===== src/rtl/morse_shifter_if.sv =====
// Bundle of the letter request and Morse output signals between a controller and morse_shifter.
// Handshake: start is a one-cycle request honoured only while busy=0; done pulses once when the letter ends.
interface morse_shifter_if;
  logic       tick;
  logic       start;
  logic [2:0] letter;
  logic       led;
  logic       busy;
  logic       done;
  logic       fsm_state;

  modport master (
    output tick, start, letter,
    input  led, busy, done, fsm_state
  );

  modport slave (
    input  tick, start, letter,
    output led, busy, done, fsm_state
  );
endinterface


===== src/rtl/morse_shifter.sv =====
// Plays one Morse letter (S..Z) on led, one bit per tick, followed by an off/terminator tick and a done pulse.
// fsm_state exposes the FSM (0 = IDLE, 1 = SHIFT) for checkers.
module morse_shifter #(
  parameter int PATTERN_W = 14
) (
  input logic            CLOCK_50,
  input logic            reset_n,
  morse_shifter_if.slave bus
);

  localparam int CW = $clog2(PATTERN_W + 1);

  typedef enum logic {IDLE = 1'b0, SHIFT = 1'b1} state_t;

  state_t                 state, state_n;
  logic [PATTERN_W-1:0]   shreg, shreg_n;
  logic [CW-1:0]          remaining, remaining_n;
  logic                   led_q, led_n;
  logic                   done_q, done_n;

  // Table patterns are 14 bits left-justified; widen by padding zeros on the right.
  function automatic logic [PATTERN_W-1:0] pattern_of(input logic [2:0] l);
    logic [13:0]          raw;
    logic [PATTERN_W-1:0] wide;
    case (l)
      3'b000:  raw = 14'b10101000000000;
      3'b001:  raw = 14'b11100000000000;
      3'b010:  raw = 14'b10101110000000;
      3'b011:  raw = 14'b10101011100000;
      3'b100:  raw = 14'b10111011100000;
      3'b101:  raw = 14'b11101010111000;
      3'b110:  raw = 14'b11101011101110;
      default: raw = 14'b11101110101000;
    endcase
    wide = '0;
    wide[PATTERN_W-1 -: 14] = raw;
    return wide;
  endfunction

  function automatic logic [CW-1:0] length_of(input logic [2:0] l);
    case (l)
      3'b000:  return CW'(6);
      3'b001:  return CW'(4);
      3'b010:  return CW'(8);
      3'b011:  return CW'(10);
      3'b100:  return CW'(10);
      3'b101:  return CW'(12);
      3'b110:  return CW'(14);
      default: return CW'(12);
    endcase
  endfunction

  always_ff @(posedge CLOCK_50 or negedge reset_n) begin
    if (!reset_n) begin
      state     <= IDLE;
      shreg     <= '0;
      remaining <= '0;
      led_q     <= 1'b0;
      done_q    <= 1'b0;
    end else begin
      state     <= state_n;
      shreg     <= shreg_n;
      remaining <= remaining_n;
      led_q     <= led_n;
      done_q    <= done_n;
    end
  end

  always_comb begin
    state_n     = state;
    shreg_n     = shreg;
    remaining_n = remaining;
    led_n       = led_q;
    done_n      = 1'b0;
    case (state)
      IDLE: begin
        // A tick arriving with start only loads; no bit is consumed here.
        led_n = 1'b0;
        if (bus.start) begin
          shreg_n     = pattern_of(bus.letter);
          remaining_n = length_of(bus.letter);
          state_n     = SHIFT;
        end
      end
      SHIFT: begin
        if (bus.tick) begin
          if (remaining != '0) begin
            led_n       = shreg[PATTERN_W-1];
            shreg_n     = {shreg[PATTERN_W-2:0], 1'b0};
            remaining_n = remaining - CW'(1);
          end else begin
            led_n   = 1'b0;
            done_n  = 1'b1;
            state_n = IDLE;
          end
        end
      end
      default: state_n = IDLE;
    endcase
  end

  assign bus.led       = led_q;
  assign bus.done      = done_q;
  assign bus.busy      = (state == SHIFT);
  assign bus.fsm_state = (state == SHIFT);

endmodule


===== src/flat_wrapper.sv =====
// flat-port wrapper written by rule: the top's interface ports become plain ports
module morse_shifter_flat 
#(
  parameter int PATTERN_W = 14
)
  (CLOCK_50, reset_n, bus_tick, bus_start, bus_letter, bus_led, bus_busy, bus_done, bus_fsm_state);
  morse_shifter_if bus_i ();
  input logic CLOCK_50;
  input logic reset_n;
  input wire logic [$bits(bus_i.tick)-1:0] bus_tick;
  input wire logic [$bits(bus_i.start)-1:0] bus_start;
  input wire logic [$bits(bus_i.letter)-1:0] bus_letter;
  output wire logic [$bits(bus_i.led)-1:0] bus_led;
  output wire logic [$bits(bus_i.busy)-1:0] bus_busy;
  output wire logic [$bits(bus_i.done)-1:0] bus_done;
  output wire logic [$bits(bus_i.fsm_state)-1:0] bus_fsm_state;
  assign bus_i.tick = bus_tick;
  assign bus_i.start = bus_start;
  assign bus_i.letter = bus_letter;
  assign bus_led = bus_i.led;
  assign bus_busy = bus_i.busy;
  assign bus_done = bus_i.done;
  assign bus_fsm_state = bus_i.fsm_state;
  morse_shifter #(.PATTERN_W(PATTERN_W)) u_core (.CLOCK_50(CLOCK_50), .reset_n(reset_n), .bus(bus_i));
endmodule

===== config.mk =====
export PLATFORM = sky130hd
export DESIGN_NAME = morse_shifter_flat
export DESIGN_NICKNAME = d
export VERILOG_FILES = /design/src/rtl/morse_shifter_if.sv /design/src/rtl/morse_shifter.sv /design/src/flat_wrapper.sv
export SDC_FILE = /design/constraint.sdc
export NUM_CORES = 1
export LEC_CHECK = 0
export BUFFER_PORTS_ARGS = -buffer_cell sky130_fd_sc_hd__buf_2
export CORE_UTILIZATION = 35
export DETAILED_ROUTE_END_ITERATION = 10
export GPL_TIMING_DRIVEN = 0
export PLACE_DENSITY_LB_ADDON = 0.1
export SYNTH_ARGS = -nofsm -noshare
export SYNTH_HDL_FRONTEND = slang
export SYNTH_SLANG_ARGS = --single-unit

===== constraint.sdc =====
create_clock -name CLOCK_50 -period 1.8 [get_ports CLOCK_50]
set_clock_uncertainty 0.15 [all_clocks]
set_input_delay 0.27 -clock CLOCK_50 [delete_from_list [all_inputs] [get_ports CLOCK_50]]
set_output_delay 0.27 -clock CLOCK_50 [all_outputs]
set_load 0.005 [all_outputs]

==> qor.yml <==
status:
  status: "finished, final reports clean"
yosys:
  syn_avg_cell_area_sq_um: 9.77
  ys.flop_type: "dfrtp_1"
  syn-num-nets: 116
  seq_area_frac_synth_pct: 47.4
  syn-cell-area_sq_um: 1050
  ys_seq_elements: 20
  synth_edf_count: 0
  synthDistinctLibCells: 31
  synthArstFlopShare_pct: 100
  synth_area_leaders: "dfrtp_1, a21oi_1, nor2_1, mux2i_1, o21ai_0"
  synth_top_area_share_pct: 47.4
  synthesis.instances: 108
  synth_top_area_cell: "dfrtp_1"
  ys_warn_count: 0
floorplan:
  design.die.area_sq_um: 3240
  fp.coreArea_sq_um: 2810
  start_util_pct: 37.6
  fp.dieW_um: 56.9
  ioPinCount: 11
  die_h_um: 56.9
  rows: 19
sta:
  max_freq_mhz: 602
  period_minus_slack_ns: 1.66
  finalWorstSetupSlack_ns: 0.139
  rsz0062_at_grt: "no"
  hold-worst-slack_ns: 0.102
  final_max_slew_viol_count: 0
  maxSlewHeadroom_pct: 69.2
  worst_pin_slew_ns: 0.462
  finalSetupViolations: 0
  finalHoldViolations: 0
  post-route-period-util_pct: 92.3
  fin_setup_tns_ns: 0
placed_design:
  post-place-ws_ns: 0.0496
  dp_hpwl_um: 1550
  dpl_cell_area_sq_um: 1130
  dp.cells: 146
  gp_congestion: 0.714
  port_buffers: 7
detailed_routing:
  drcViolationCount: 0
  drtPass1Iterations: 4
  vias: 817
  avgRoutedWirePerCell_um: 14.3
  drt-total-wl_um: 2170
  initialDrtViolationCount: 16
  avgViaCountPerCell: 5.38
  antenna_left: 0
global_route:
  overflow: 0
  grt_max_degree: 21
  track_usage_pct: 15.3
  grt_pass1_wl_um: 3750
  antenna_found_initial: 0
  grt_pass1_vias: 792
final_layout:
  fill_cells: 291
  final_common_cell: "dfrtp_1"
  final_cells: 152
  postLayoutCoreUtil_pct: 41.9
  syn_to_final_growth_pct: 11.5
  drive_gt1_share_pct: 20.7
  antenna_cells: 0
  fin_area_sq_um: 1180
  register_area_sq_um: 500
  final_nets: 131
  final_cell_mix: "dfrtp_1, nor2_1, a21oi_1"
  multi_input_area_sq_um: 468
worst_setup_path:
  max_stage_delay_ns: 0.42
  crit_start: "u_core.bus.busy"
  cp_common_cell: "buf_6"
  critPathRequiredTime_ns: 1.84
  path_max_fanout: 10
  endpoint_kind: "register"
  path_buf_inv: 2
  crit_slowest_cell: "dfrtp_1"
  path_cells: "buf_6 > mux2i_2 > a31oi_4 > buf_6 > mux2i_1 > nand3_1"
  startpoint_type: "register"
  crit_arrival_ns: 1.70
  crit_family: "flip-flops"
  r2r_start: "u_core.bus.busy"
  critical_path_class: "reg2reg"
power:
  switchingPower_mw: 0.520
  clkPwrFrac_pct: 13.9
  comb_power_share_pct: 38.0
  sequentialPowerShare_pct: 48.1
  swShare_pct: 34.5
  power.internal_mw: 0.989
  power_density_nw_per_um2: 1280
  power.leakage_nw: 0.523
  fin_total_pwr_mw: 1.51
  peakVddDrop_v: 0.000512
hold_path:
  hold_class: "in2reg"
  hp-start: "bus_start"
cts:
  cts_tree: "done"
  clockBufferDepth: 2
  htreeDepth: 1
  clk_pin_slew_ns: 0.11
  clock_sinks: 20
  cts_inserted_buffers: 3
  cts_root_buffer: "clkbuf_4"
  insertion_delay_ns: 0.29
flow_run:
  maxCapViolCount: 0
-- timing repair --
item / 4_1_cts / 5_1_grt
resized for setup: 0 / 0
endpoints found under the hold margin: 20 / 0
buffers inserted: 0 / 2
setup endpoints to repair: 0 / 2
hold buffers: 1 / 0
-- synthesized netlist by cell type (2+ instances only) --
| cell type | n |
|---|---|
| dfrtp_1 | 20 |
| a21oi_1 | 11 |
| nor2_1 | 11 |
| nand2_1 | 8 |
| inv_1 | 7 |
| o21ai_0 | 7 |
| mux2i_1 | 4 |
| buf_2 | 3 |
| mux2_2 | 3 |
| nand3_1 | 3 |
| nor3_1 | 3 |
| buf_4 | 2 |
| buf_6 | 2 |
| clkbuf_1 | 2 |
| nand3b_1 | 2 |
| nor2b_1 | 2 |
| o21ai_1 | 2 |
| o22a_1 | 2 |
| xnor2_1 | 2 |
-- kinds of logic after synthesis --
group,Yosys count,share of synthesized area [%]
XOR/XNOR,3,2.49
adder cells (fa/ha/maj),1,1.19
AND/OR/NAND/NOR,33,15.4
buffers and inverters,16,8.18
multiplexers,9,9.73
AO/OA/AOI/OAI,26,15.5
flip-flops,20,47.4
-- flip-flops by register name (all words and copies together), names as in the netlist --
register          count
u_core.shreg         13
u_core.bus.done       1
u_core.remaining      4
u_core.bus.led        1
u_core.bus.busy       1
-- path summary, 6_finish.rpt --
| check | end | slack, ns | cells past startpoint |
|---|---|---|---|
| min in group asynchronous | u_core.bus.led | 0.30 | 2 |
| hold reg to reg | u_core.remaining[0] | 0.35 | 1 |
| setup reg to reg | u_core.remaining[2] | 0.14 | 6 |
| max in group asynchronous | u_core.shreg[3] | 0.89 | 2 |
| setup / recovery | u_core.remaining[2] | 0.14 | 6 |
| hold / removal | u_core.bus.busy | 0.10 | 3 |
-- power groups by stage --
stage | clock network [mW] | registers (mW) | logic (mW)
floorplan | 0 | 0.712 | 0.446
CTS | 0.225 | 0.731 | 0.571
global route | 0.245 | 0.751 | 0.656
detailed placement | 0 | 0.741 | 0.564
finish | 0.210 | 0.726 | 0.574
global placement | 0 | 0.731 | 0.555
-- metal layers --
| layer | track usage, % | share of wire, % | vias up |
|---|---|---|---|
| li1 | - | - | 403 |
| met1 | 21.3 | 47 | 397 |
| met2 | 23.9 | 49 | 13 |
| met3 | 2.07 | 2.9 | 4 |
| met4 | 5.92 | 1.2 | 0 |
| met5 | 0 | 0 | - |
-- tightest hold or removal path: cells and delay by family --
kind	cells	cell delay, ns
buffers and inverters	1	0.12
AND/OR/NAND/NOR	2	0.12
-- layout make-up --
cell class	instances	area share (%)
repair buffers	10	5.11
plain buffers	9	5.11
flip-flops and latches	20	42.6
multi-input cells	72	39.8
clock buffers	3	1.91
well taps	31	3.30
inverters	7	2.23
(Power assumes the default switching activity.)
